[src/rtl/client_inject_queue.sv]
// Injection buffer between a traffic client and a NoC router injection port.
// FWFT FIFO with a registered head, illegal-destination drop and per-port statistics.
module client_inject_queue #(
  parameter int N     = 2,
  parameter int D_W   = 32,
  parameter int A_W   = $clog2(N) + 1,
  parameter int DEPTH = 4,
  parameter int posx  = 0
) (
  input  logic                 clk,
  input  logic                 rst,
  input  logic [A_W+D_W:0]     c_i,
  input  logic                 c_i_v,
  output logic                 c_i_bp,
  output logic [A_W+D_W:0]     o,
  output logic                 o_v,
  input  logic                 o_bp,
  output logic [31:0]          in_cnt,
  output logic [31:0]          out_cnt,
  output logic [31:0]          drop_cnt,
  output logic [31:0]          stall_cnt,
  output logic                 err,
  output logic                 empty
);

  localparam int P_W   = $clog2(DEPTH);
  localparam int C_W   = P_W + 1;
  localparam int PKT_W = A_W + D_W + 1;
  localparam logic [A_W-1:0] L_N = A_W'(N);

  if (DEPTH < 2 || (DEPTH & (DEPTH - 1)) != 0 || posx < 0) begin : g_bad_param
    $error("client_inject_queue: DEPTH must be a power of two >= 2 and posx >= 0");
  end

  typedef logic [PKT_W-1:0] pkt_t;

  // Handshake on both ports: a packet moves in a cycle where valid=1 and bp=0;
  // the sender keeps packet and valid stable for as long as bp=1.

  pkt_t             r_mem [DEPTH];
  logic [P_W-1:0]   r_wr_ptr;
  logic [P_W-1:0]   r_rd_ptr;
  logic [C_W-1:0]   r_count;
  pkt_t             r_o;
  logic             r_o_v;
  logic [31:0]      r_in_cnt;
  logic [31:0]      r_out_cnt;
  logic [31:0]      r_drop_cnt;
  logic [31:0]      r_stall_cnt;
  logic             r_err;
  logic             r_empty;

  logic             w_full;
  logic [A_W-1:0]   w_dest;
  logic             w_legal;
  logic             w_offer;
  logic             w_push;
  logic             w_drop;
  logic             w_pop;
  logic             w_stall;
  logic [C_W-1:0]   w_count_nxt;
  logic [C_W-1:0]   w_avail;
  logic [P_W-1:0]   w_head_ptr;
  logic             w_load;
  logic             w_refill;

  assign w_full   = (r_count == C_W'(DEPTH));
  assign w_dest   = c_i[A_W+D_W-1:D_W];
  assign w_legal  = (w_dest < L_N);
  assign w_offer  = c_i_v & ~w_full;
  assign w_push   = w_offer & w_legal;
  assign w_drop   = w_offer & ~w_legal;
  assign w_pop    = r_o_v & ~o_bp;
  assign w_stall  = r_o_v & o_bp;

  assign w_count_nxt = r_count + C_W'(w_push) - C_W'(w_pop);

  // The head register mirrors mem[rd_ptr]; entries pushed this cycle are not
  // visible yet, so a push never bypasses straight onto the output.
  assign w_avail    = r_count - C_W'(w_pop);
  assign w_head_ptr = w_pop ? (r_rd_ptr + P_W'(1)) : r_rd_ptr;
  assign w_refill   = ~r_o_v | w_pop;
  assign w_load     = w_refill & (w_avail != '0);

  always_ff @(posedge clk) begin
    if (w_push) begin
      r_mem[r_wr_ptr] <= c_i;
    end
  end

  always_ff @(posedge clk) begin
    if (rst) begin
      r_wr_ptr    <= '0;
      r_rd_ptr    <= '0;
      r_count     <= '0;
      r_o         <= '0;
      r_o_v       <= 1'b0;
      r_in_cnt    <= '0;
      r_out_cnt   <= '0;
      r_drop_cnt  <= '0;
      r_stall_cnt <= '0;
      r_err       <= 1'b0;
      r_empty     <= 1'b1;
    end else begin
      if (w_push) begin
        r_wr_ptr <= r_wr_ptr + P_W'(1);
        r_in_cnt <= r_in_cnt + 32'd1;
      end
      if (w_pop) begin
        r_rd_ptr  <= r_rd_ptr + P_W'(1);
        r_out_cnt <= r_out_cnt + 32'd1;
      end
      if (w_drop) begin
        r_drop_cnt <= r_drop_cnt + 32'd1;
        r_err      <= 1'b1;
      end
      if (w_stall) begin
        r_stall_cnt <= r_stall_cnt + 32'd1;
      end
      r_count <= w_count_nxt;
      r_empty <= (w_count_nxt == '0);
      if (w_load) begin
        r_o   <= r_mem[w_head_ptr];
        r_o_v <= 1'b1;
      end else if (w_refill) begin
        r_o_v <= 1'b0;
      end
    end
  end

  assign c_i_bp    = w_full;
  assign o         = r_o;
  assign o_v       = r_o_v;
  assign in_cnt    = r_in_cnt;
  assign out_cnt   = r_out_cnt;
  assign drop_cnt  = r_drop_cnt;
  assign stall_cnt = r_stall_cnt;
  assign err       = r_err;
  assign empty     = r_empty;

endmodule

[config.mk]
export PLATFORM = sky130hd
export DESIGN_NAME = client_inject_queue
export DESIGN_NICKNAME = d
export VERILOG_FILES = /design/src/rtl/client_inject_queue.sv
export SDC_FILE = /design/constraint.sdc
export NUM_CORES = 1
export LEC_CHECK = 0
export BUFFER_PORTS_ARGS = -buffer_cell sky130_fd_sc_hd__buf_2
export CAP_MARGIN = 20
export CORE_UTILIZATION = 63
export CTS_BUF_LIST = sky130_fd_sc_hd__clkbuf_4
export DETAILED_ROUTE_END_ITERATION = 10
export HOLD_SLACK_MARGIN = 0.1
export PLACE_DENSITY = 0.89
export SLEW_MARGIN = 25
export SYNTH_ARGS = -nofsm -noshare
export SYNTH_HDL_FRONTEND = slang
export SYNTH_SLANG_ARGS = --single-unit
[constraint.sdc]
create_clock -name clk -period 7.2 [get_ports clk]
set_clock_uncertainty 0.05 [all_clocks]
set_input_delay 0.72 -clock clk [delete_from_list [all_inputs] [get_ports clk]]
set_output_delay 0.72 -clock clk [all_outputs]
set_load 0.05 [all_outputs]
==> run metrics <==
status=finished, final reports clean; initial DRC count=644; global-route usage over all layers=28.8%; peak supply drop=0.195 mV; TritonCTS Sinks=313; average cell area after synthesis=12.1 um^2; average wire per standard cell=18.3 um; clock root buffer=sky130_fd_sc_hd__clkbuf_4; Finish-stage setup viols=0; critical setup path kind=flop to flop; Final Power=4.56 mW; H-tree Lvls=3; sequential standard cell area=7670 um^2; Arr. time, crit path=3.81 ns; worst-margin pin slew=1.02 ns; portion of synthesized cell area occupied by the leading cell type=33.0%; CTS Hold Buffers Added=0; count of warnings emitted by yosys=0; cells resized by post-CTS repair=0; number of global-route vias before repair=9242; most common library cells after synthesis=sky130_fd_sc_hd__dfxtp_1 (173), sky130_fd_sc_hd__edfxtp_1 (140), sky130_fd_sc_hd__a21oi_1 (85); fraction of the cycle the final worst path needs=45.4%; antenna-violating nets left=0; effective utilization at floorplan=64.9%; setup repair after global routing missed its margin=no; first-pass detailed-route iteration total=5; critical path required time=7.74 ns; Fin. Hold Viols=0; proportion of layout cells with a drive suffix above 1=29.4%; most used flip-flop cell after synthesis=sky130_fd_sc_hd__dfxtp_1; clock latency on the worst-skew pair=0.67 ns; Layout Area Growth over Synthesis=17.6%; post-DP HPWL=18.3 mm; slack of the worst reg-to-reg path=3.93 ns; top post-synthesis cells by area=sky130_fd_sc_hd__edfxtp_1 (33%), sky130_fd_sc_hd__dfxtp_1 (27%), sky130_fd_sc_hd__mux4_2 (6.2%), sky130_fd_sc_hd__a21oi_1 (3.3%), sky130_fd_sc_hd__or4_1 (3.1%); final cell utilization of the core=76.4%; DIE HEIGHT=144 um; number of buffers inserted during clock tree synthesis=77; clock tree from TritonCTS=built; sum of routed wire length over all layers=29.4 mm; dpl cells=1467; io pins=206; count of input and output buffers=205; total of fill cells in the finished design=1267; critical-path maximum fanout=35; type of element capturing the critical path=flop; async set-reset flop share out of synthesis=0%; final weighted congestion in routability-driven placement=0.806; global-route wire length before repair=46.1 mm; area inside the core boundary=19700 um^2; Bufs on Longest Clock Path=3; aggregate global routing overflow=0; # nets final=1333; cell area power density=304 nW/um^2; drc violations=0; maximum achievable frequency=306 MHz; Crit Reg-Reg Endpoint=o[15]; antenna violations before repair=5; cell taking the most area after synthesis=sky130_fd_sc_hd__edfxtp_1; endpoint of the worst hold path=r_mem[0][25]; leakage power of the design=5.59 nW; Worst setup SP type=flop; synthesis-stage register bit count=313; Multi-input gate area=4800 um^2; non-filler cells in the finished layout=1609; synthesized net count=1104; share of synthesized area occupied by flip-flops and latches=60.1%; count of different cell masters after synthesis=40; Clk pin slew, worst setup/hold paths=0.07 ns; Final min period=3.27 ns; total via count after detailed routing=9773; launch point of the worst hold path=c_i[25]; Die Width=144 um; Final TNS setup=0 ns; post-CTS setup buffer count=0; Tightest Hold Check Type=input pin to flop; number of cells on the worst reg-to-reg path=7; critical register-to-register path startpoint=o_v; gate count of the mapped netlist=1052; worst relative slew slack=31.6%; Max Transition Viols Final=0; area of the die=20800 um^2; most common cell in the netlist=sky130_fd_sc_hd__dfxtp_1; post-synthesis instance area=12800 um^2; maxcap violations=0; largest net degree at the start of global routing=93; number of enable flip-flop cells after synthesis=140; routed vias/inst=6.07; number of placement rows=51; hold depth=1
power by group:
| group | leakage (nW) | switching [mW] | internal [mW] |
|---|---|---|---|
| logic | 2.30 | 0.610 | 0.332 |
| clock network | 0.617 | 0.698 | 0.863 |
| registers | 2.67 | 0.0782 | 1.98 |
layout by cell type (no fill, tap or decap), types with 18 or more instances in the layout:
cell type	netlist	layout
sky130_fd_sc_hd__a21oi_1	85	84
sky130_fd_sc_hd__a22o_1	35	35
sky130_fd_sc_hd__and4_1	18	18
sky130_fd_sc_hd__buf_2	6	204
sky130_fd_sc_hd__clkbuf_4	0	119
sky130_fd_sc_hd__dfxtp_1	173	173
sky130_fd_sc_hd__edfxtp_1	140	140
sky130_fd_sc_hd__inv_1	21	21
sky130_fd_sc_hd__mux4_2	35	35
sky130_fd_sc_hd__nand2_1	52	52
sky130_fd_sc_hd__nand3_1	42	42
sky130_fd_sc_hd__nand4_1	38	38
sky130_fd_sc_hd__nor2_1	55	55
sky130_fd_sc_hd__o21ai_0	31	31
sky130_fd_sc_hd__o31ai_1	47	47
sky130_fd_sc_hd__or3_1	31	31
sky130_fd_sc_hd__or4_1	53	53
sky130_fd_sc_hd__xnor2_1	22	21
sky130_fd_sc_hd__xor2_1	18	18
flip-flops by register name, summed over array words and instances (netlist names):
signal     count
err            1
o_v            1
o             35
drop_cnt      32
in_cnt        32
stall_cnt     32
r_mem        140
r_count        3
r_rd_ptr       2
empty          1
r_wr_ptr       2
out_cnt       32
cell type report:
type                    count  share of cell area [%]
diodes                      5                  0.0834
clock buffers             119                    5.95
clock inverters            18                    1.10
inverters                  22                   0.550
multi-input cells         658                    32.0
flip-flops and latches    313                    51.1
well taps                 265                    2.21
repair buffers            209                    7.05
logic make-up (layout without fill, tap and decap cells):
| family | after synthesis | in the layout | share of synthesized area (%) |
|---|---|---|---|
| flops | 313 | 313 | 60.1 |
| other cells | 0 | 5 | 0 |
| xor+xnor | 41 | 41 | 2.87 |
| simple gates | 357 | 357 | 16.0 |
| mux | 46 | 46 | 7.14 |
| buf+inv | 81 | 368 | 2.68 |
| compound gates | 201 | 201 | 9.91 |
| fa+ha+maj | 13 | 13 | 1.33 |
per-layer routing:
metal  part of all wire, %  vias to the layer above  global-route usage (%)
li1                      -                     4574                       -
met5                     0                        -                       0
met4                   3.8                        0                    15.4
met3                   7.2                       87                    7.02
met2                    50                      387                    48.0
met1                    39                     4725                    34.6
per-stage QoR:
step / instance area, um^2 / hold slack (ns) / setup WS [ns]
after floorplan: 12800 / 0.419 / 4.33
after global placement: 13900 / 0.399 / 3.68
after detailed placement: 13900 / 0.407 / 3.64
after CTS: 15000 / 0.156 / 3.90
after global routing: 15000 / 0.155 / 3.69
final: 15000 / 0.213 / 3.93
critical path, cell delays in order, from the launching register on:
cell and delay, ns:
sky130_fd_sc_hd__dfxtp_1 0.55, sky130_fd_sc_hd__nor2b_1 0.72, sky130_fd_sc_hd__ha_1 0.28, sky130_fd_sc_hd__ha_1 0.16, sky130_fd_sc_hd__xnor2_1 0.14, sky130_fd_sc_hd__nand3_1 0.15
sky130_fd_sc_hd__a21oi_4 0.82, sky130_fd_sc_hd__a22o_1 0.30
how the worst max path moves through the flow:
| stage | endpoint | cells after the start | start |
|---|---|---|---|
| floorplan | o[0] | 10 | o_bp |
| global placement | o[30] | 8 | o_bp |
| detailed placement | o[4] | 8 | o_bp |
| CTS | o[15] | 7 | o_v |
| global route | o[15] | 7 | o_v |
| finish | o[15] | 7 | o_v |
Power figures use the tool's default switching activity.
